**src/rtl/econet_pkg.sv**
```systemverilog
// Shared types, constants and CRC-16/HDLC step for the Econet receive path.
// Pure declarations, no logic of its own.
package econet_pkg;

  typedef enum logic [1:0] {
    ST_IDLE    = 2'd0,
    ST_ADDR    = 2'd1,
    ST_DATA    = 2'd2,
    ST_DISCARD = 2'd3
  } rx_state_t;

  localparam logic [15:0] CRC_INIT      = 16'hFFFF;
  localparam logic [15:0] CRC_POLY      = 16'h8408;
  localparam logic [15:0] CRC_GOOD      = 16'hF0B8;
  localparam int          MIN_FRAME_LEN = 6;
  localparam int          LEN_W         = 11;

  typedef struct packed {
    logic       last;
    logic [7:0] dat;
  } fifo_ent_t;

  // Reflected CRC, LSB first, one whole byte per call.
  function automatic logic [15:0] crc16_byte(input logic [15:0] crc_in, input logic [7:0] b);
    logic [15:0] c;
    c = crc_in ^ {8'h00, b};
    for (int i = 0; i < 8; i++) begin
      c = c[0] ? ((c >> 1) ^ CRC_POLY) : (c >> 1);
    end
    return c;
  endfunction

endpackage

```
**src/rtl/econet_rx_fifo.sv**
```systemverilog
// Synchronous FIFO with registered storage; head visible the cycle after write.
// Push is refused when full unless a pop lands in the same cycle.
module econet_rx_fifo #(
  parameter int DEPTH = 16,
  parameter int WIDTH = 9
) (
  input  logic             econet_clk,
  input  logic             reset_n,
  input  logic             push_vld,
  input  logic [WIDTH-1:0] push_dat,
  input  logic             pop_rdy,
  output logic [WIDTH-1:0] head_dat,
  output logic             full,
  output logic             empty
);

  localparam int AW = $clog2(DEPTH);

  logic [WIDTH-1:0] mem [DEPTH];
  logic [AW-1:0]    wr_ptr;
  logic [AW-1:0]    rd_ptr;
  logic [AW:0]      count;
  logic             do_push;
  logic             do_pop;

  assign empty    = (count == '0);
  assign full     = (count == (AW+1)'(DEPTH));
  assign do_pop   = pop_rdy & ~empty;
  assign do_push  = push_vld & (~full | do_pop);
  assign head_dat = mem[rd_ptr];

  always_ff @(posedge econet_clk or negedge reset_n) begin
    if (!reset_n) begin
      wr_ptr <= '0;
      rd_ptr <= '0;
      count  <= '0;
      for (int i = 0; i < DEPTH; i++) mem[i] <= '0;
    end else begin
      if (do_push) begin
        mem[wr_ptr] <= push_dat;
        wr_ptr      <= wr_ptr + 1'b1;
      end
      if (do_pop) rd_ptr <= rd_ptr + 1'b1;
      case ({do_push, do_pop})
        2'b10:   count <= count + 1'b1;
        2'b01:   count <= count - 1'b1;
        default: count <= count;
      endcase
    end
  end

endmodule

```
**src/rtl/econet_rx_frame.sv**
```systemverilog
// Econet frame receiver: address filter, CRC check, byte FIFO, per-frame status.
// Bytes trail the PHY by one held byte; out_valid/out_ready backpressure, overflow drops the frame.
module econet_rx_frame
  import econet_pkg::*;
#(
  parameter int FIFO_DEPTH = 16,
  parameter int MAX_LEN    = 2047
) (
  input  logic             econet_clk,
  input  logic             reset_n,
  input  logic [7:0]       my_station,
  input  logic [7:0]       rx_data,
  input  logic             rx_strobe,
  input  logic             rx_frame_start,
  input  logic             rx_frame_end,
  output logic [7:0]       out_data,
  output logic             out_last,
  output logic             out_valid,
  input  logic             out_ready,
  output logic             stat_done,
  output logic             stat_ok,
  output logic             stat_crc_err,
  output logic             stat_overrun,
  output logic             stat_runt,
  output logic             stat_abort,
  output logic [LEN_W-1:0] stat_len
);

  localparam logic [LEN_W-1:0] LEN_MAX = LEN_W'(MAX_LEN);

  rx_state_t        state, state_nxt;
  logic             strobe_q;
  logic             acc;
  logic [15:0]      crc;
  logic [LEN_W-1:0] len, len_inc;
  logic [7:0]       hold_dat;
  logic             hold_vld;
  logic             end_pend, end_pend_nxt;
  logic             addr_hit, pop, space, fifo_full, fifo_empty;
  logic             byte_take, close_evt;
  logic             push_vld;
  fifo_ent_t        push_ent, head_ent;
  logic             fin, fin_ok, fin_crc, fin_runt, fin_ovr, fin_abort;

  assign acc       = rx_strobe & ~strobe_q;
  assign addr_hit  = (rx_data == my_station) | (rx_data == 8'hFF);
  assign pop       = out_valid & out_ready;
  assign space     = ~fifo_full | pop;
  assign len_inc   = (len >= LEN_MAX) ? len : len + 1'b1;
  // Closing flag either arrives now or was deferred by a byte that came with it.
  assign close_evt = end_pend | (rx_frame_end & ~acc);
  assign byte_take = acc & ~rx_frame_start &
                     ((state == ST_ADDR) | ((state == ST_DATA) & ~end_pend & space));

  always_ff @(posedge econet_clk or negedge reset_n) begin
    if (!reset_n) state <= ST_IDLE;
    else          state <= state_nxt;
  end

  always_comb begin
    state_nxt = state;
    if (rx_frame_start) begin
      state_nxt = ST_ADDR;
    end else begin
      case (state)
        ST_IDLE: state_nxt = ST_IDLE;
        ST_ADDR: begin
          if (acc && addr_hit)   state_nxt = ST_DATA;
          else if (rx_frame_end) state_nxt = ST_IDLE;
          else if (acc)          state_nxt = ST_DISCARD;
        end
        ST_DATA: begin
          if (close_evt)         state_nxt = space ? ST_IDLE : ST_DISCARD;
          else if (acc && !space) state_nxt = ST_DISCARD;
        end
        ST_DISCARD: if (rx_frame_end) state_nxt = ST_IDLE;
        default: state_nxt = ST_IDLE;
      endcase
    end
  end

  always_comb begin
    push_vld     = 1'b0;
    push_ent     = '{last: 1'b0, dat: hold_dat};
    end_pend_nxt = 1'b0;
    fin          = 1'b0;
    fin_crc      = 1'b0;
    fin_runt     = 1'b0;
    fin_ovr      = 1'b0;
    fin_abort    = 1'b0;
    case (state)
      ST_ADDR: end_pend_nxt = acc & addr_hit & rx_frame_end & ~rx_frame_start;
      ST_DATA: begin
        if (rx_frame_start && !end_pend) begin
          push_vld      = space & hold_vld;
          push_ent.last = 1'b1;
          fin           = 1'b1;
          fin_abort     = 1'b1;
          fin_ovr       = ~space;
        end else if (close_evt) begin
          push_vld      = space & hold_vld;
          push_ent.last = 1'b1;
          fin           = 1'b1;
          fin_ovr       = ~space;
          fin_crc       = (crc != CRC_GOOD);
          fin_runt      = (len < LEN_W'(MIN_FRAME_LEN));
        end else if (acc) begin
          push_vld = space & hold_vld;
          if (!space) begin
            fin     = 1'b1;
            fin_ovr = 1'b1;
          end else begin
            // Byte and closing flag together: byte becomes held, flushed as last next cycle.
            end_pend_nxt = rx_frame_end;
          end
        end
      end
      default: ;
    endcase
    fin_ok = fin & ~(fin_crc | fin_runt | fin_ovr | fin_abort);
  end

  always_ff @(posedge econet_clk or negedge reset_n) begin
    if (!reset_n) begin
      strobe_q <= 1'b0;
      crc      <= CRC_INIT;
      len      <= '0;
      hold_dat <= '0;
      hold_vld <= 1'b0;
      end_pend <= 1'b0;
    end else begin
      strobe_q <= rx_strobe;
      end_pend <= end_pend_nxt;
      if (rx_frame_start) begin
        crc      <= CRC_INIT;
        len      <= '0;
        hold_vld <= 1'b0;
      end else begin
        if (byte_take) begin
          crc <= crc16_byte(crc, rx_data);
          len <= len_inc;
        end
        if (byte_take && (state == ST_DATA || addr_hit)) begin
          hold_dat <= rx_data;
          hold_vld <= 1'b1;
        end else if (state_nxt != ST_DATA) begin
          hold_vld <= 1'b0;
        end
      end
    end
  end

  always_ff @(posedge econet_clk or negedge reset_n) begin
    if (!reset_n) begin
      stat_done    <= 1'b0;
      stat_ok      <= 1'b0;
      stat_crc_err <= 1'b0;
      stat_overrun <= 1'b0;
      stat_runt    <= 1'b0;
      stat_abort   <= 1'b0;
      stat_len     <= '0;
    end else begin
      stat_done <= fin;
      if (fin) begin
        stat_ok      <= fin_ok;
        stat_crc_err <= fin_crc;
        stat_overrun <= fin_ovr;
        stat_runt    <= fin_runt;
        stat_abort   <= fin_abort;
        stat_len     <= len;
      end else if (rx_frame_start) begin
        stat_ok      <= 1'b0;
        stat_crc_err <= 1'b0;
        stat_overrun <= 1'b0;
        stat_runt    <= 1'b0;
        stat_abort   <= 1'b0;
      end
    end
  end

  econet_rx_fifo #(
    .DEPTH (FIFO_DEPTH),
    .WIDTH ($bits(fifo_ent_t))
  ) u_fifo (
    .econet_clk (econet_clk),
    .reset_n    (reset_n),
    .push_vld   (push_vld),
    .push_dat   (push_ent),
    .pop_rdy    (pop),
    .head_dat   (head_ent),
    .full       (fifo_full),
    .empty      (fifo_empty)
  );

  assign out_valid = ~fifo_empty;
  assign out_data  = head_ent.dat;
  assign out_last  = head_ent.last;

endmodule
```
**config.mk**
```make
export PLATFORM = sky130hd
export DESIGN_NAME = econet_rx_frame
export DESIGN_NICKNAME = d
export VERILOG_FILES = /design/src/rtl/econet_pkg.sv /design/src/rtl/econet_rx_fifo.sv /design/src/rtl/econet_rx_frame.sv
export SDC_FILE = /design/constraint.sdc
export NUM_CORES = 1
export LEC_CHECK = 0
export CORE_MARGIN = 5
export CORE_UTILIZATION = 61
export DETAILED_ROUTE_END_ITERATION = 12
export PLACE_DENSITY_LB_ADDON = 0.12
export SYNTH_ARGS = -nofsm -noshare
export SYNTH_HDL_FRONTEND = slang
export SYNTH_SLANG_ARGS = --single-unit
```
**constraint.sdc**
```tcl
create_clock -name econet_clk -period 4.2 [get_ports econet_clk]
set_input_delay 0.84 -clock econet_clk [delete_from_list [all_inputs] [get_ports econet_clk]]
set_output_delay 0.84 -clock econet_clk [all_outputs]
set_load 0.1 [all_outputs]
```
; Yosys cells after proc, flatten, opt, wreduce, memory -nomap -nowiden
; Index checks and enable logic that the tools add are counted.
[word_totals]
ff_bits = 214
latch_bits = 0
ramBits = 0
rom_bits = 0
out_inout_bits = 27
elab_cells = 177
memories = 0
[op_classes]
addsub = 5
multipliers = 0
div_mod_pow = 0
magnitude_cmp = 5
eq_ne = 11
n_shift = 0
n_mux = 66
bitwise_logic = 41
reduce_logical = 16
[ops]
columns = cell, n
row1 = 2-to-1 mux 16 bit, 10
row2 = bitwise mux 144 bit, 1
row3 = binary-select mux 9 bit (select 4 bit), 1
row4 = demux 9 bit (select 4 bit), 1
row5 = 2-to-1 mux 1 bit, 36
row6 = 2-to-1 mux 11 bit, 3
row7 = 2-to-1 mux 9 bit, 3
row8 = NOT 2 -> 3 bit, 8
row9 = 2-to-1 mux 2 bit, 8
row10 = != test 16 bit (second input constant), 1
row11 = XOR 16 x 8 -> 16 bit, 1
row12 = AND 1 bit, 14
row13 = adder 11 x 1 -> 11 bit (second input constant), 1
row14 = >= comparator 11 bit (second input constant), 1
row15 = < comparator 11 x 3 -> 1 bit (second input constant), 1
row16 = >= comparator 5 bit (second input constant), 2
row17 = NOT 4 -> 5 bit, 2
row18 = one-hot mux 5 bit (2 select lines), 1
row19 = adder 4 x 1 -> 4 bit (second input constant), 2
row20 = equality test 8 bit, 1
row21 = equality test 8 bit (second input constant), 1
row22 = NOT 1 bit, 8
row23 = bitwise OR 1 bit, 8
row24 = one-hot mux 2 bit (4 select lines), 1
row25 = other kinds (16), 28

; Longest topological paths before layout
; Gate-level depths: netlist of the first run.
[logic_depth]
word_depth = 19
ltp_mapped = 16

; Modules after synthesis
; A second synthesis of the first run with hierarchy kept.
[hier_totals]
cells_unflattened = 753
area_unflattened_um2 = 10647.7
[modules_own_cells]
columns = module, n_inst, cells_each, area_each_um2, seq_area_each_um2
row1 = econet_rx_fifo, 1, 479, 7668.6, 3928.8
row2 = econet_rx_frame, 1, 274, 2979.1, 1446.4

; Worst setup path after synthesis of the first run
; No wires, ideal clock.
[synth_path]
path_kind = register to register
from = register u_fifo.count[1]
to = register u_fifo.count[4]
setup_time_ns = 0.080
t_arrival_ns = 3.382
setup_slack_ns = 0.738
path_stages_with_launch = 15
path_buffers = 3
period_less_slack_ns = 3.462
cell_sequence = dfrtp_1 buf_6 nor4_4 or2b_1 and2_1 clkbuf_1 ha_1 clkbuf_1 xor2_1 ha_1 o21a_1 o21ai_0 o21bai_1 mux2i_1 xnor2_1
[synth_rtl]
columns = element, line
row1 = from (decl), econet_rx_fifo.sv:22  ; logic [AW:0] count;
row2 = from (signal assigned), econet_rx_fifo.sv:45  ; 2'b10: count <= count + 1'b1;
row3 = from (signal assigned), econet_rx_fifo.sv:46  ; 2'b01: count <= count - 1'b1;
row4 = from (signal assigned), econet_rx_fifo.sv:47  ; default: count <= count;
row5 = logical NOT 5 bit *, econet_rx_fifo.sv:26  ; assign empty = (count == '0);
row6 = NOT 1 bit *, econet_rx_frame.sv:195  ; assign out_valid = ~fifo_empty;
row7 = named net out_valid, econet_rx_frame.sv:18  ; output logic out_valid,
row8 = AND 1 bit, econet_rx_frame.sv:47  ; assign pop = out_valid & out_ready;
row9 = AND 1 bit *, econet_rx_fifo.sv:28  ; assign do_pop = pop_rdy & ~empty;
row10 = named net u_fifo.do_pop, econet_rx_fifo.sv:24  ; logic do_pop;
row11 = bitwise OR 1 bit, econet_rx_fifo.sv:29  ; assign do_push = push_vld & (~full | do_pop);
row12 = AND 1 bit, econet_rx_fifo.sv:29
row13 = equality test 2 x 1 -> 1 bit or equality test 2 bit (tied branches), econet_rx_fifo.sv:44  ; case ({do_push, do_pop})
row14 = one-hot mux 5 bit (2 select lines) or nonzero test 2 bit (tied branches), n/a
; The timed path passes the listed nets; every way through them passes the cells marked *.
; A chain may end at the register's enable or synchronous reset.

; Worst setup path in the final report of the first run
[layout_path]
from = register u_fifo.rd_ptr[0]
to = output port out_data[4]
[layout_between]
elab_chain_len = 4
[layout_lines]
columns = element, line
row1 = from (decl), econet_rx_fifo.sv:21  ; logic [AW-1:0] rd_ptr;
row2 = from (signal assigned), econet_rx_fifo.sv:43  ; if (do_pop) rd_ptr <= rd_ptr + 1'b1;
row3 = NOT 4 -> 5 bit (implied by the code), econet_rx_fifo.sv:30  ; assign head_dat = mem[rd_ptr];
row4 = binary-select mux 9 bit (select 4 bit), econet_rx_fifo.sv:30
row5 = 2-to-1 mux 9 bit (implied by the code) (2 in a row), econet_rx_fifo.sv:30
row6 = to (decl), econet_rx_frame.sv:16  ; output logic [7:0] out_data,
; No other way between the ends. The select of a mux whose other input is x is not followed.

==> run metrics, run 1 <==
post-layout util 71.2%; compound-cell area share of the yosys netlist 5.43%; via count 6260; Worst Path Max Fanout 18; r2r setup slk 1.11 ns; FF-to-FF path depth 11; Rel. slew slack 33.8%; final clock period utilization by the worst path 87.6%; Hold-fix buffers, CTS 0; vias in the first global route 6812; #FFs+latches synth 214; clock skew 0.00817 ns; CTS tree built; WL final 22900 um; All-Layer GR Usage 23.8%; syn nets 762; starting density of the core 62.4%; setup violators final 0; Setup Buffers After CTS 0; Final nets 803; PD cells 441 nW/um^2; vias per cell 6.23; DR WL/cell 22.7 um; top-count cell post-synth dfrtp_1; fin cells 1005; # rows 47; Yosys top cell by area dfrtp_1; Post-Synth Simple-Gate Area 6.90%; Setup TNS Final 0 ns; unrepaired setup endpoints after global routing no; Flop pwr share 44.4%; share of the synthesized area in the top cell type 47.7%; mux share of post-synthesis cell area 28.1%; worst-margin pin slew 0.990 ns; fmax 0.272 GHz; Post-Syn Instances 726; PortBufs 48; CP max stage delay 0.75 ns; critical setup path kind flop to primary output; core box area 16600 sq um; Reg-to-Reg End u_fifo.count[4]; Synth Area in XOR/XNOR 3.71%; WP data required 3.36 ns; CTS Buf Count 24; layout cell share with drive strength beyond 1 39.0%; Cell variety after synth 62; Gate power share 14.3%; CP endpoint kind primary output; FFs w/ async S/R, synth 100%; ANT cells 0; detailed-placement wirelength estimate 14600 um; GPL Wtd Cong 0.906; top_reg_cell synth dfrtp_1; post-route minimum period 3.68 ns; post_cts resized 0; Worst EP arrival 2.84 ns; later-pin clock latency in the skew report 0.51 ns; Antenna Violating Nets Remaining 0; largest net degree at the start of global routing 115; Clock Pin Slew Worst Setup and Hold Paths 0.06 ns; H-tree depth 1; first-pass iteration count of the detailed router 4; register area share after synthesis 51.8%; DP Area 11000 sq um; Pint 3.86 mW; max_cap viols 0; global-route wire length before repair 37500 um; die width 140 um; maximum clock path buffer count 3; Clk pwr share 41.4%; leak pwr 5.43 nW; initial antenna violation count 0; largest family of logic cells by synthesized area multiplexers; Design Area, Final 11900 sq um; CTS root buf clkbuf_16; sw power 1.37 mW; CP endpoint out_data[4]; residual DRC count 0; die height 140 um; critical path's slowest cell dfrtp_2; placed cells 961; final hold vios 0; CP Launch Type flop; Critical Path Source u_fifo.rd_ptr[0]; worst-path cell chain buf_4 > mux4_2 > mux4_2 > buf_4; Post-Synth Adder-Cell Area 1.69%; synthesized area 10400 sq um; Die ar. 19700 sq um; synth top area cells dfrtp_1 (48%), mux2_2 (17%), mux4_2 (9.8%); most frequent cells after synthesis dfrtp_1 (198), mux2_2 (156), mux4_2 (45); Fill cells 1084; area growth from synthesis to layout 14.2%; CTS sink cnt 214; DRT iter0 DRCs 388; Post-synth EDFFs 0; Final Max Tran Viols 0; Sw Ratio 26.2%; Ys Warns 0; FF-to-FF Start u_fifo.count[1]; syn_area_per_cell 14.3 sq um; VDD IR-drop max 0.324 mV; status finished clean; Top Ports 49; total grt overflow 0; HP Class input port to async pin
==> per-layer routing <==
| layer | routed length, um | GRT usage (%) | vias up |
|---|---|---|---|
| met5 | 0 | 0 | - |
| li1 | - | - | 2787 |
| met1 | 9960 | 32.5 | 3317 |
| met2 | 11500 | 40.1 | 133 |
| met4 | 335 | 5.15 | 0 |
| met3 | 1050 | 4.64 | 23 |
==> worst max-delay path: cells and delay by family (launching register included) <==
family | cells | cell delay, ns
buffers and inverters | 2 | 0.56
flip-flops | 1 | 0.75
multiplexers | 2 | 1.02
==> through the flow <==
stage / power (mW) / setup WS (ns) / hold slack (ns)
after global placement: 3.09 / 0.608 / 0.460
after CTS: 5.28 / 0.445 / 0.486
final: 5.23 / 0.520 / 0.476
after detailed placement: 3.11 / 0.492 / 0.473
after floorplan: 2.87 / 0.738 / 0.455
after global routing: 5.44 / 0.369 / 0.506
==> cell families (layout without fill, tap and decap cells) <==
group                      Yosys count  in the layout
xor gates and xnor gates            44             44
muxes                              211            211
DFF                                214            214
buffers and inverters               53            112
adders and majority gates           14             14
AOI/OAI and AO/OA                   77             77
and+or+nand+nor                    113            113
==> cell type report <==
type | instances | area (sq um) | area share (%)
Timing Repair Buffer | 59 | 582 | 4.91
Multi-Input combinational cell | 459 | 4750 | 40.1
Clock buffer | 38 | 724 | 6.11
Sequential cell | 214 | 5380 | 45.4
Inverter | 9 | 33.8 | 0.285
Clock inverter | 6 | 105 | 0.887
Tap cell | 220 | 275 | 2.32
==> state kept, by name (all words and copies together), names as in the netlist <==
name	flops
crc	16
end_pend	1
hold_dat	8
hold_vld	1
len	11
stat_abort	1
stat_crc_err	1
stat_done	1
stat_len	11
stat_ok	1
stat_overrun	1
stat_runt	1
state	2
strobe_q	1
u_fifo.count	5
u_fifo.mem	144
u_fifo.rd_ptr	4
u_fifo.wr_ptr	4
==> power by group through the flow <==
stage / clock, mW / sequential (mW) / combinational [mW]
after floorplan: 0 / 2.24 / 0.634
after global placement: 0 / 2.36 / 0.734
after detailed placement: 0 / 2.36 / 0.749
after CTS: 2.20 / 2.32 / 0.753
after global routing: 2.30 / 2.34 / 0.806
final: 2.16 / 2.32 / 0.746
==> worst min path at each step <==
| stage | from | endpoint | cells past startpoint |
|---|---|---|---|
| global placement | stat_runt | stat_runt | 1 |
| finish | reset_n | hold_dat[5] | 1 |
| global route | stat_runt | stat_runt | 1 |
| CTS | stat_runt | stat_runt | 1 |
| detailed placement | stat_runt | stat_runt | 1 |
| floorplan | u_fifo.count[4] | u_fifo.count[4] | 1 |
==> placed cells by master (no fill, tap or decap), types with 9 or more instances in the layout <==
master	synthesis	final
nor2_1	21	21
mux2_2	156	156
mux4_2	45	45
clkbuf_16	0	25
or4_1	9	9
a21oi_1	13	13
o21ai_0	10	10
xor2_1	12	12
inv_1	9	9
ha_1	14	14
buf_4	0	17
a211o_1	16	16
nand3_2	12	12
nor2b_1	10	10
mux2_4	9	9
dfrtp_1	198	197
nand2_1	14	14
xnor2_1	32	32
dfstp_2	16	16
clkdlybuf4s50_1	0	38
Note: power is estimated with default switching activity, not from simulation.
==> inputs of run 2 (changes only) <==
Settings changed: SKIP_CTS_REPAIR_TIMING set to 1, SLEW_MARGIN set to 20.
==> results of run 2 <==
Same layout as run 1: the final DEF is identical, and so are final timing and power.
==> inputs of run 3 (changes only) <==
Settings changed: HOLD_SLACK_MARGIN set to 0.08.
==> results of run 3 <==
Same layout as run 1: the final DEF is identical, and so are final timing and power.
